`src/rtl/gate_test_sequencer.sv`:
```
// Self-test sequencer for the NOT/AND/OR gate block: sweeps {A,B}, checks outputs.
// Optional first-failure capture when GATE_SEQ_FAIL_CAPTURE_EN is defined.
module gate_test_sequencer #(
  parameter int unsigned SETTLE_CYCLES = 4,
  parameter int unsigned SWEEPS = 1
) (
  input  logic       clk,
  input  logic       reset,
  input  logic       start,
  input  logic       abort,
  output logic       gate_a,
  output logic       gate_b,
  input  logic       out_not,
  input  logic       out_and,
  input  logic       out_or,
  output logic       busy,
  output logic       done,
  output logic       pass,
  output logic [7:0] err_count,
  output logic [1:0] vec_idx
`ifdef GATE_SEQ_FAIL_CAPTURE_EN
  ,
  output logic [1:0] fail_vec,
  output logic [2:0] fail_obs
`endif
);

  localparam logic [2:0] IDLE   = 3'd0;
  localparam logic [2:0] APPLY  = 3'd1;
  localparam logic [2:0] SETTLE = 3'd2;
  localparam logic [2:0] CHECK  = 3'd3;
  localparam logic [2:0] FINISH = 3'd4;

  localparam logic [7:0] SETTLE_LOAD = 8'(SETTLE_CYCLES);
  localparam logic [7:0] LAST_SWEEP  = 8'(SWEEPS - 1);

  logic [2:0] state;
  logic [7:0] settle_cnt;
  logic [7:0] sweep_cnt;
  logic [2:0] obs;
  logic [2:0] exp_out;
  logic       mismatch;
  logic       last_vec;
  logic [7:0] err_next;

  assign obs      = {out_not, out_and, out_or};
  assign exp_out  = {~vec_idx[1],
                     vec_idx[1] & vec_idx[0],
                     vec_idx[1] | vec_idx[0]};
  assign mismatch = (obs != exp_out);
  assign last_vec = (vec_idx == 2'd3) &&
                    (sweep_cnt == LAST_SWEEP);

  always_comb begin
    err_next = err_count;
    if (mismatch && err_count != 8'hff)
      err_next = err_count + 8'd1;
  end

  assign busy = (state == APPLY) ||
                (state == SETTLE) ||
                (state == CHECK);
  assign done = (state == FINISH);

  always_ff @(posedge clk or posedge reset) begin
    if (reset) begin
      state      <= IDLE;
      settle_cnt <= '0;
      sweep_cnt  <= '0;
      gate_a     <= 1'b0;
      gate_b     <= 1'b0;
      pass       <= 1'b0;
      err_count  <= '0;
      vec_idx    <= '0;
`ifdef GATE_SEQ_FAIL_CAPTURE_EN
      fail_vec   <= '0;
      fail_obs   <= '0;
`endif
    end else if (state != IDLE && abort) begin
      state  <= IDLE;
      gate_a <= 1'b0;
      gate_b <= 1'b0;
      pass   <= 1'b0;
    end else begin
      unique case (state)
        IDLE: begin
          if (start && !abort) begin
            state     <= APPLY;
            err_count <= '0;
            pass      <= 1'b0;
            vec_idx   <= '0;
            sweep_cnt <= '0;
            gate_a    <= 1'b0;
            gate_b    <= 1'b0;
`ifdef GATE_SEQ_FAIL_CAPTURE_EN
            fail_vec  <= '0;
            fail_obs  <= '0;
`endif
          end
        end
        APPLY: begin
          settle_cnt <= SETTLE_LOAD;
          state      <= SETTLE;
        end
        SETTLE: begin
          settle_cnt <= settle_cnt - 8'd1;
          if (settle_cnt == 8'd1)
            state <= CHECK;
        end
        CHECK: begin
          err_count <= err_next;
`ifdef GATE_SEQ_FAIL_CAPTURE_EN
          // err_count is zero until the first failure of the run
          if (mismatch && err_count == 8'd0) begin
            fail_vec <= vec_idx;
            fail_obs <= obs;
          end
`endif
          if (last_vec) begin
            state  <= FINISH;
            gate_a <= 1'b0;
            gate_b <= 1'b0;
            pass   <= (err_next == 8'd0);
          end else begin
            state            <= APPLY;
            vec_idx          <= vec_idx + 2'd1;
            {gate_a, gate_b} <= vec_idx + 2'd1;
            if (vec_idx == 2'd3)
              sweep_cnt <= sweep_cnt + 8'd1;
          end
        end
        FINISH: state <= IDLE;
        default: state <= IDLE;
      endcase
    end
  end

endmodule

```
`config.mk`:
```
export PLATFORM = sky130hd
export DESIGN_NAME = gate_test_sequencer
export DESIGN_NICKNAME = d
export VERILOG_FILES = /design/src/rtl/gate_test_sequencer.sv
export SDC_FILE = /design/constraint.sdc
export NUM_CORES = 1
export LEC_CHECK = 0
export BUFFER_PORTS_ARGS = -buffer_cell sky130_fd_sc_hd__buf_4
export CORE_UTILIZATION = 30
export CTS_BUF_LIST = sky130_fd_sc_hd__clkbuf_4
export DETAILED_ROUTE_END_ITERATION = 7
export PLACE_DENSITY = 0.48
export SLEW_MARGIN = 10
export SYNTH_ARGS = -nofsm -noshare
export SYNTH_HDL_FRONTEND = slang
export SYNTH_SLANG_ARGS = --single-unit
```
`constraint.sdc`:
```
create_clock -name clk -period 2.72 [get_ports clk]
set_input_delay 0.272 -clock clk [delete_from_list [all_inputs] [get_ports clk]]
set_output_delay 0.272 -clock clk [all_outputs]
set_load 0.005 [all_outputs]
```
# Word-level counts from Yosys, hierarchy flattened
# Cells that the tools add are included.
dict set report word_totals {
  wordCells 76
  input_bits 7
  ff_bits 32
  output_inout_bits 15
}
dict set report classes {
  mux 25
  n_eq_ne 14
  bitwise_logic 4
  add_sub_neg 4
  n_reduce_logical 21
}
# cell n
set ops {}
lappend ops {{$pmux 8 s2} 3}
lappend ops {{$mux 8} 4}
lappend ops {{$add 8x1->8 const B} 2}
lappend ops {{$logic_not 8->1} 2}
lappend ops {{$mux 3} 4}
lappend ops {{$pmux 3 s4} 1}
lappend ops {{$eq 8x1->1 const B} 1}
lappend ops {{$ne 8x8->1 const B} 1}
lappend ops {{$sub 8x1->8 const B} 1}
lappend ops {{$mux 1} 7}
lappend ops {{$eq 3x2->1 const B} 2}
lappend ops {{$pmux 1 s2} 3}
lappend ops {{$reduce_and 2->1} 3}
lappend ops {{$reduce_and 3->1} 2}
lappend ops {{$reduce_bool 3->1} 2}
lappend ops {{$reduce_and 5->1} 1}
lappend ops {{$logic_and 1x1->1} 4}
lappend ops {{$mux 2} 2}
lappend ops {{$ne 2x2->1 const B} 2}
lappend ops {{$pmux 2 s2} 1}
lappend ops {{$reduce_and 4->1} 1}
lappend ops {{$reduce_bool 2->1} 2}
lappend ops {{$eq 3x1->1 const B} 1}
lappend ops {{$eq 3x3->1 const B} 1}
lappend ops {{other kinds (13)} 15}

# Depth between registers and ports, before layout
# Gate-level depths: netlist of the first run.
dict set report logic_depth {
  depth_word 8
  depth_mapped 7
}

# Worst setup path after synthesis of the first run
# Ideal clock, no wire load.
dict set report synth_path {
  path_kind {reg2reg}
  from {register vec_idx[1]}
  to {register pass}
  stages_incl_launch_ff 7
  required_time_ps 2625
  setup_slack_ps 783
  t_arrival_ps 1842
  path_buffers 0
  cell_sequence {dfrtp_1 > ha_1 > xnor2_1 > a31oi_2 > and2_4 > o311a_1 > o31ai_1}
}
dict set report synth_via {
  elab_chain_len 8
  word_cells_on_any_way 14
  classes_between {eq/ne: 3; mux: 4; bitwise: 3; reduce/logical: 4}
}
# element line
set synth_rtl {}
lappend synth_rtl {{start: declaration} 20} ;# output logic [1:0] vec_idx
lappend synth_rtl {{start signal: assignment} 126} ;# vec_idx <= vec_idx + 2'd1;
lappend synth_rtl {{$or 1x1->1, or another cell as far along} 49} ;# vec_idx[1] | vec_idx[0]};
lappend synth_rtl {{$ne 3x3->1} 50} ;# assign mismatch = (obs != exp_out);
lappend synth_rtl {{$logic_and 1x1->1} 56} ;# if (mismatch && err_count != 8'hff)
lappend synth_rtl {{$mux 8} 56}
lappend synth_rtl {{$logic_not 8->1} 123} ;# pass <= (err_next == 8'd0);
lappend synth_rtl {{$mux 1} 119} ;# if (last_vec) begin
lappend synth_rtl {{$pmux 1 s2} 85} ;# unique case (state)
lappend synth_rtl {{$mux 1} 79} ;# end else if (state != IDLE && abort) begin
lappend synth_rtl {{end signal: assignment} 123}
lappend synth_rtl {{end: declaration} 18} ;# output logic pass,
# Several ways; a longest one is shown, not always the timed one. The select of a mux whose other input is x is not followed.
# A chain may end at the register's enable or synchronous reset.

# Worst setup path in the final report of the first run
# Ends and elaborated chain as after synthesis.

==> results of run 1 <==
==> registers in the layout, summed over array words and instances (netlist names) <==
register    flops
vec_idx         2
err_count       8
state           3
sweep_cnt       8
settle_cnt      8
gate_b          1
pass            1
gate_a          1
==> cell usage after synthesis, types with 2 or more instances <==
cell type  instances  area, um2
dfrtp_1           32        801
o21ai_0           21        105
nor2_1            20       75.1
nand2_1           18       67.6
inv_1             16       60.1
a21oi_1           14       70.1
nand3_1           14       70.1
ha_1               7       87.6
xnor2_1            7       61.3
a31oi_1            5       31.3
a2111oi_2          4       60.1
and2_1             4       25.0
buf_2              4       20.0
nand4_1            4       25.0
nor3_1             4       20.0
o31ai_1            4       30.0
a22o_1             3       26.3
xor2_1             3       26.3
a211oi_1           2       15.0
a311oi_1           2       17.5
buf_6              2       22.5
clkbuf_1           2       7.51
mux2i_1            2       20.0
nand2b_1           2       12.5
or2_2              2       12.5
==> layer usage <==
layer / up-vias / part of all wire
met4: 0 / 0.0082
li1: 874 / -
met1: 809 / 0.48
met2: 26 / 0.47
met5: - / 0
met3: 5 / 0.041
==> stage by stage <==
step,cell area (um2),instances,total power (W)
final,2340,330,0.00125
after global routing,2340,330,0.00135
after CTS,2340,330,0.00127
after detailed placement,2280,322,0.000978
after global placement,2280,322,0.000977
after floorplan,2040,227,0.000865
==> kinds of logic after synthesis <==
group,after synthesis,synth area share
buffers and inverters,24,0.0540
AND/OR/NAND/NOR,85,0.221
adder cells (fa/ha/maj),7,0.0429
XOR/XNOR,11,0.0509
AO/OA/AOI/OAI,66,0.229
multiplexers,2,0.00981
flip-flops,32,0.392
==> final cells by class <==
class | count | share of cell area
Timing Repair Buffer | 26 | 0.0835
Multi-Input combinational cell | 171 | 0.483
Clock buffer | 7 | 0.0225
Clock inverter | 1 | 0.00161
Tap cell | 77 | 0.0412
Inverter | 16 | 0.0257
Sequential cell | 32 | 0.342
==> power by group through the flow <==
stage / clock network [W] / logic (W) / registers [W]
2_1_floorplan: 0 / 0.000261 / 0.000604
4_1_cts: 0.000300 / 0.000348 / 0.000623
6_report: 0.000281 / 0.000344 / 0.000624
3_5_place_dp: 0 / 0.000346 / 0.000631
5_1_grt: 0.000317 / 0.000392 / 0.000638
3_3_place_gp: 0 / 0.000344 / 0.000633
==> critical path, cell delays in order (launching register included) <==
cell and delay (ns):
dfrtp_1 0.47, inv_1 0.07, ha_1 0.19, xor2_1 0.20
a311oi_1 0.54, mux2i_1 0.25, o2111ai_1 0.14, o31ai_1 0.20
==> path summary, 6_finish.rpt <==
| path | end | slack (ns) | cells past startpoint | startpoint |
|---|---|---|---|---|
| max in group asynchronous | settle_cnt[5] | 2.38 | 3 | reset |
| worst max-delay path | pass | 0.57 | 7 | vec_idx[1] |
| min in group clk | state[0] | 0.30 | 3 | start |
| worst min-delay path | err_count[3] | 0.03 | 3 | reset |
| worst min register to register | gate_b | 0.50 | 2 | gate_b |
| worst max register to register | pass | 0.57 | 7 | vec_idx[1] |
==> summary.txt, run 1 <==
Detailed routing
  • Starting DRC count in detailed routing: roughly 130
  • Routed wire length: 4630 um
  • First-pass iteration count of the detailed router: 8
  • Routed WL per cell: roughly 14 um
  • DRC: 10
  • DR vias/cell: 5.19
  • Vias: 1714
  • Post-route ant nets: 0

Power and ir drop
  • Leakage power: just under 1 nW
  • PD cells: between 500 and 600 nW/um2
  • Reg power frac: 0.500
  • Sw Share: 0.352
  • Switch Pwr: ~0.00044 W
  • Worst vdd ir: around 0.00028 V
  • Clk network pwr share: 0.225
  • Gate power share: 0.275
  • Internal cell power: about 0.00081 W

Global routing
  • Total congestion overflow: 0
  • Global routing usage on met3: 0.0344
  • Met1 Usage GRT: 0.183
  • First-pass GRT wire length: 7910 um
  • Routing usage on met2: 0.226
  • Most used routing layer: met2
  • Total GRT Usage: 0.139
  • Largest net degree at the start of global routing: 33
  • Initial antenna violation count: 0
  • Number of global-route vias before repair: about 1600

Synth
  • Sequential area share after synthesis: 0.392
  • Synth unique cells: 54
  • Flip-flop and latch count after synthesis: 32
  • Fraction of registers with async set/reset: 1.00
  • Mean Syn Cell Area: 8.99 um2
  • Top FF cell, synth: dfrtp_1
  • EDFF count, synth: 0
  • Post-Synthesis Net Count: approximately 240
  • Post-Syn Instances: approximately 230
  • Post-synthesis cell area: approximately 2000 um2
  • Synth warn: 0

Worst setup path
  • Worst setup EP type: flip-flop
  • Required @ worst endpoint: just under 3 ns
  • Critical path arrival: 2.38 ns
  • Worst setup SP type: flip-flop
  • Max Fanout on Critical Path: 5
  • Critical path type: flip-flop to flip-flop

Finish
  • Flip-flop and latch area: roughly 800 um2
  • Commonest non-fill, non-tap cell in the layout: dfrtp_1
  • Share of cells above drive strength 1: 0.198
  • P&R area growth vs syn: 14.6%
  • Leading cell types in the layout, fill and taps excluded: dfrtp_1 (32), buf_4 (26), o21ai_0 (21), nor2_1 (20), nand2_1 (18)
  • Footprint of the multi-input gates: around 1100 um2
  • Final Util: 0.362
  • Final #Nets: around 270
  • Fill cells: a little under 700
  • Ant diodes: 0

Job
  • Max-Cap Viols: 0

Placed design
  • Setup slack at placement: between 0.6 and 0.7 ns
  • Port bufs: 21
  • GPL Wtd Cong: 0.773
  • HPWL Detailed: about 3400 um

Timing
  • Final max-slew violation count: 0
  • Least-Margin Pin Slew: around 0.56 ns
  • Unrepaired setup endpoints after global routing: no
  • Final cycle utilization of the critical path: 0.789
  • Final worst setup slack: 0.573 ns
  • Final setup vio count: 0
  • Max_slew headroom: 0.625
  • Setup TNS: 0 ns
  • Hold_ws: 0.0298 ns
  • Max Clock Skew: 0.0129 ns
  • Final Hold Viols: 0
  • Fmax: ~470 MHz
  • Final Critical Period: ~2.1 ns

Clock tree
  • Post-CTS Hold Buffers: 0
  • Sinks on Clock Net: 32
  • Worst skew pair latency: approximately 0.33 ns
  • H-tree depth: 2
  • Clk slew on worst S/H paths: ~0.11 ns
  • CTS max path bufs: 2
  • Resized Gates After CTS: 0
  • Post-CTS setup buffer count: 0
  • CTS Buf Count: 5
  • CTS tree: yes
  • Root buffer cell: clkbuf_4

Die
  • Initial Util: 0.316
  • Die height: 84.5 um
  • DIE AREA: 7140 um2
  • Die X-Extent: ~84 um
  • IO Count: 22
  • Core area: between 6000 and 7000 um2
  • Std-Cell Rows: 29

Outcome
  • Status: finished, violations left
  • Failing checks: design-rule violations

Min path
  • Min-Delay Path Class: primary input to asynchronous set/reset pin
(Power assumes the default switching activity.)
==> inputs of run 2 (changes only) <==
Clock period 2.72 ns to 2.1 ns, I/O delays scaled along.
==> summary.txt, run 2 (synthesized netlist as in run 1, its figures left out) <==
Placed design
  • GPL Wtd Cong: 0.815 (+5.4%)
  • HPWL Detailed: 3580 um (+6.9%)
  • Placed cell areas: 2360 um2 (+3.3%)
  • Port bufs: 21 (unchanged)

Clock tree
  • Root buffer cell: clkbuf_4
  • CTS tree: yes
  • Sinks on Clock Net: 32 (unchanged)
  • Post-CTS setup buffer count: 0 (unchanged)
  • Worst skew pair latency: 0.34 ns (about the same)
  • CTS max path bufs: 2 (unchanged)
  • CTS Buf Count: 5 (unchanged)
  • H-tree depth: 2 (unchanged)
  • Clk slew on worst S/H paths: 0.10 ns (about the same)

Detailed routing
  • Post-route ant nets: 0 (unchanged)
  • DR vias/cell: 5.21 (+0.27%)
  • Routed wire length: 5000 um (+8.1%)
  • First-pass iteration count of the detailed router: 6 (-2)
  • Starting DRC count in detailed routing: 65 (-49%)
  • Vias: 1776 (+3.6%)
  • DRC: 5 (-5)
  • Routed WL per cell: 14.7 um (+4.6%)

Global routing
  • Total GRT Usage: 0.151 (+0.0127)
  • Total congestion overflow: 0 (unchanged)
  • Largest net degree at the start of global routing: 33 (unchanged)
  • First-pass GRT wire length: 8490 um (+7.2%)
  • Number of global-route vias before repair: 1717 (+4.8%)
  • Initial antenna violation count: 0 (unchanged)

Power and ir drop
  • Leakage power: 1.06 nW (+6.6%)
  • Worst vdd ir: 0.000444 V (+61%)
  • PD cells: 688 nW/um2 (+29%)

Die
  • DIE AREA: 7140 um2 (unchanged)
  • Core area: 6460 um2 (unchanged)
  • IO Count: 22 (unchanged)
  • Initial Util: 0.316 (unchanged)
  • Std-Cell Rows: 29 (unchanged)
  • Die X-Extent: 84.5 um (unchanged)
  • Die height: 84.5 um (unchanged)

Worst setup path
  • Worst R2R Start: vec_idx[0]
  • Worst setup EP type: flip-flop
  • Max Fanout on Critical Path: 6 (+1)
  • Required @ worst endpoint: 2.35 ns (-0.61 ns)
  • Worst setup SP type: flip-flop
  • Critical path type: flip-flop to flip-flop
  • Crit path from: vec_idx[0]
  • Critical path arrival: 2.18 ns (-0.20 ns)
  • Register-to-Register Setup Slack: 0.17 ns (-0.41 ns)

Timing
  • Max Clock Skew: 0.0116 ns (-0.00128 ns)
  • Final cycle utilization of the critical path: 0.920 (+0.131)
  • Final Hold Viols: 0 (unchanged)
  • Final Critical Period: 1.93 ns (-0.214 ns)
  • Final setup vio count: 0 (unchanged)
  • Max_slew headroom: 0.686 (+0.0608)
  • Setup TNS: 0 ns (unchanged)
  • Final max-slew violation count: 0 (unchanged)
  • Least-Margin Pin Slew: 0.470 ns (-0.0879 ns)
  • Fmax: 517 MHz (+11%)
  • Unrepaired setup endpoints after global routing: no

Finish
  • Leading cell types in the layout, fill and taps excluded: buf_4 (36), dfrtp_1 (32), o21ai_0 (21), nor2_1 (20), nand2_1 (18)
  • Commonest non-fill, non-tap cell in the layout: buf_4
  • Fill cells: 693 (+2.7%)
  • Final #Nets: 277 (+4.1%)
  • Ant diodes: 0 (unchanged)
  • Share of cells above drive strength 1: 0.239 (+0.0410)
  • Largest registers: err_count (8), settle_cnt (8), sweep_cnt (8)
  • P&R area growth vs syn: 19.8%
  • Final Util: 0.379 (+0.0165)
  • Fin area: 2440 um2 (+4.5%)

Outcome
  • Status: finished, violations left
  • Failing checks: design-rule violations

Job
  • Max-Cap Viols: 0 (unchanged)

Min path
  • Min-Delay Path Class: primary input to flip-flop
  • HP Start: start
-- run 2: cell types whose count changed in the layout (fill, tap and decap cells not counted), sizes merged --
cell / previous run / this run
buf: 26 / 36
dlygate4sd3: 0 / 1
-- run 2: critical path: stages, from the launching register on --
cell and delay (ns):
dfrtp_1 0.43, inv_1 0.07, ha_1 0.22, xor2_2 0.27, a31oi_2 0.13, and2_4 0.16, o311a_1 0.31, o31ai_1 0.24
-- run 2: power breakdown --
group / internal [W] / total (W) / switching, W
combinational: 0.000238 / 0.000534 / 0.000296
sequential: 0.000694 / 0.000772 / 0.0000786
clock: 0.000155 / 0.000376 / 0.000221
total: 0.00109 / 0.00168 / 0.000596
-- run 2: final cells by class --
class	count	area, um2	area share
multi-input cells	171	1150	0.471
clock buffers	7	52.6	0.0215
repair buffers	37	280	0.115
inverters	16	60.1	0.0246
flip-flops and latches	32	801	0.328
well taps	77	96.3	0.0394
clock inverters	1	3.75	0.00154
-- run 2: path summary, 6_finish.rpt --
kind                                 to  depth (start not counted)
max                                pass                          7
min                            state[0]                          3
max reg2reg                        pass                          7
min reg2reg                      gate_b                          2
max in group asynchronous  sweep_cnt[5]                          4
min in group asynchronous  err_count[7]                          4
-- run 2: what timing repair did --
| item | CTS | global route |
|---|---|---|
| gates resized for setup | 0 | 3 |
| endpoints found under the setup margin | 0 | 1 |
| hold buffers | 1 | 0 |
| endpoints found under the hold margin | 32 | 0 |
-- run 2: per-layer routing --
layer | global-route usage | up-vias | routed length (um)
met3 | 0.0334 | 9 | 188
met4 | 0.0493 | 0 | 72
met2 | 0.242 | 31 | 2280
met5 | 0 | - | 0
li1 | - | 896 | -
met1 | 0.204 | 840 | 2460
-- run 2: stage by stage --
stage | instances | hold slack, ns | total power, W | worst slack (ns)
after floorplan | 227 | 0.326 | 0.00112 | 0.163
after global placement | 332 | 0.345 | 0.00131 | 0.149
after detailed placement | 332 | 0.356 | 0.00131 | 0.136
after CTS | 341 | 0.200 | 0.00170 | 0.116
after global routing | 341 | 0.233 | 0.00181 | 0.00948
final | 341 | 0.216 | 0.00168 | 0.167
==> inputs of run 3 (changes only) <==
Settings changed: CORE_UTILIZATION 30 to 50, PLACE_DENSITY 0.48 to 0.72.
==> summary.txt, run 3 (synthesized netlist as in run 1, its figures left out) <==
Timing
  • Final Hold Viols: 0 (unchanged)
  • Unrepaired setup endpoints after global routing: no
  • Final setup vio count: 0 (unchanged)
  • Final Critical Period: 2.00 ns (+0.0632 ns)
  • Final max-slew violation count: 0 (unchanged)
  • Fmax: 501 MHz (-3.2%)
  • Max Clock Skew: 0.00829 ns (-0.00333 ns)
  • Max_slew headroom: 0.668 (-0.0177)
  • Final worst setup slack: 0.104 ns (-0.0632 ns)
  • Setup TNS: 0 ns (unchanged)
  • Least-Margin Pin Slew: 0.497 ns (+0.0266 ns)
  • Final cycle utilization of the critical path: 0.950 (+0.0301)

Global routing
  • Number of global-route vias before repair: 1624 (-5.4%)
  • First-pass GRT wire length: 7590 um (-11%)
  • Largest net degree at the start of global routing: 33 (unchanged)
  • Met1 Usage GRT: 0.314 (+0.110)
  • Most used routing layer: met2
  • Routing usage on met2: 0.355 (+0.112)
  • Initial antenna violation count: 0 (unchanged)
  • Total congestion overflow: 0 (unchanged)
  • Total GRT Usage: 0.230 (+0.0782)
  • Global routing usage on met3: 0.0534 (+0.0200)

Clock tree
  • CTS tree: yes
  • Worst skew pair latency: 0.34 ns (about the same)
  • Post-CTS setup buffer count: 0 (unchanged)
  • H-tree depth: 2 (unchanged)
  • Sinks on Clock Net: 32 (unchanged)
  • CTS max path bufs: 2 (unchanged)
  • Clk slew on worst S/H paths: 0.10 ns (about the same)
  • Root buffer cell: clkbuf_4
  • CTS Buf Count: 5 (unchanged)

Power and ir drop
  • Worst vdd ir: 0.000320 V (-28%)
  • PD cells: 682 nW/um2 (-0.93%)
  • Leakage power: 1.03 nW (-2.5%)

Worst setup path
  • Worst Path Buf+Inv: 1 (unchanged)
  • Critical path arrival: 2.25 ns (+0.07 ns)
  • Max Fanout on Critical Path: 5 (-1)
  • CP max-delay cell: dfrtp_1
  • Top Family by Delay on Critical Path: compound AO/OA/AOI/OAI gates
  • Worst stage delay on the critical path: 0.46 ns (+0.03 ns)
  • Critical path type: flip-flop to flip-flop
  • Required @ worst endpoint: 2.35 ns (about the same)
  • CP cell instances: inv_1 > ha_1 > xor2_2 > a31oi_1 > mux2i_1 > o2111ai_1 > o31ai_1
  • Worst setup SP type: flip-flop
  • Worst setup EP type: flip-flop

Die
  • DIE AREA: 4340 um2 (-39%)
  • Std-Cell Rows: 22 (-24%)
  • IO Count: 22 (unchanged)
  • Die X-Extent: 65.9 um (-22%)
  • Core area: 3800 um2 (-41%)
  • Die height: 65.9 um (-22%)
  • Initial Util: 0.537 (+0.221)

Placed design
  • HPWL Detailed: 3210 um (-10%)
  • Setup slack at placement: 0.124 ns (-0.0123 ns)
  • GPL Wtd Cong: 0.846 (+3.8%)
  • Port bufs: 21 (unchanged)

Detailed routing
  • Routed wire length: 4470 um (-11%)
  • DRC: 0 (-5)
  • Routed WL per cell: 14.5 um (-1.0%)
  • DR vias/cell: 5.83 (+12%)
  • First-pass iteration count of the detailed router: 4 (-2)
  • Starting DRC count in detailed routing: 148 (+130%)
  • Vias: 1796 (+1.1%)
  • Post-route ant nets: 0 (unchanged)

Min path
  • Min-Delay Path Class: primary input to flip-flop

Finish
  • Commonest non-fill, non-tap cell in the layout: buf_4
  • Share of cells above drive strength 1: 0.223 (-0.0156)
  • Largest registers: err_count (8), settle_cnt (8), sweep_cnt (8)
  • Leading cell types in the layout, fill and taps excluded: buf_4 (33), dfrtp_1 (32), o21ai_0 (21), nor2_1 (20), nand2_1 (18)
  • P&R area growth vs syn: 16.4%
  • Final #Nets: 274 (-1.1%)
  • Ant diodes: 0 (unchanged)

Outcome
  • Status: completed

Job
  • Max-Cap Viols: 0 (unchanged)
## run 3: area by class of cell
class | instances | area (um2)
multi-input combinational | 171 | 1150
fill | 326 | 1420
sequential | 32 | 801
clock buffer | 5 | 37.5
tap | 48 | 60.1
inverter | 16 | 60.1
timing repair buffer | 34 | 258
clock inverter | 2 | 7.51
## run 3: final timing paths
check,startpoint,endpoint,slack [ns],cells after the start
hold reg to reg,gate_b,gate_b,0.51,2
setup reg to reg,vec_idx[1],pass,0.10,7
max in group asynchronous,reset,settle_cnt[2],1.29,4
min in group asynchronous,reset,state[0],0.51,4
setup / recovery,vec_idx[1],pass,0.10,7
hold / removal,start,state[0],0.20,3
## run 3: tightest hold or removal path: cells and delay by family
kind	cells	cell delay (ns)
AND/OR/NAND/NOR	1	0.09
buffers and inverters	1	0.12
AO/OA/AOI/OAI	1	0.09
## run 3: layer usage
layer,vias up,part of all wire
li1,892,-
met1,854,0.49
met2,45,0.45
met3,5,0.051
met4,0,0.013
met5,-,0
## run 3: metrics by stage
| stage | cells | hold WS (ns) | instance area (um2) | util | power (W) |
|---|---|---|---|---|---|
| global placement | 300 | 0.329 | 2300 | 0.605 | 0.00128 |
| finish | 308 | 0.203 | 2370 | 0.625 | 0.00162 |
| detailed placement | 300 | 0.332 | 2300 | 0.605 | 0.00129 |
| CTS | 308 | 0.200 | 2350 | 0.620 | 0.00161 |
| global route | 308 | 0.219 | 2370 | 0.625 | 0.00173 |
| floorplan | 227 | 0.326 | 2040 | - | 0.00112 |
## run 3: timing repair
item | in CTS | in global routing
hold buffers | 1 | 0
resized for setup | 0 | 3
hold endpoints to repair | 32 | 0
setup endpoints to repair | 0 | 1
## run 3: where the power goes
part / internal (W) / switching [W] / total, W / leakage (nW)
Clock: 0.000117 / 0.000208 / 0.000324 / 0.0261
Sequential: 0.000694 / 0.0000869 / 0.000781 / 0.437
Combinational: 0.000229 / 0.000284 / 0.000514 / 0.570
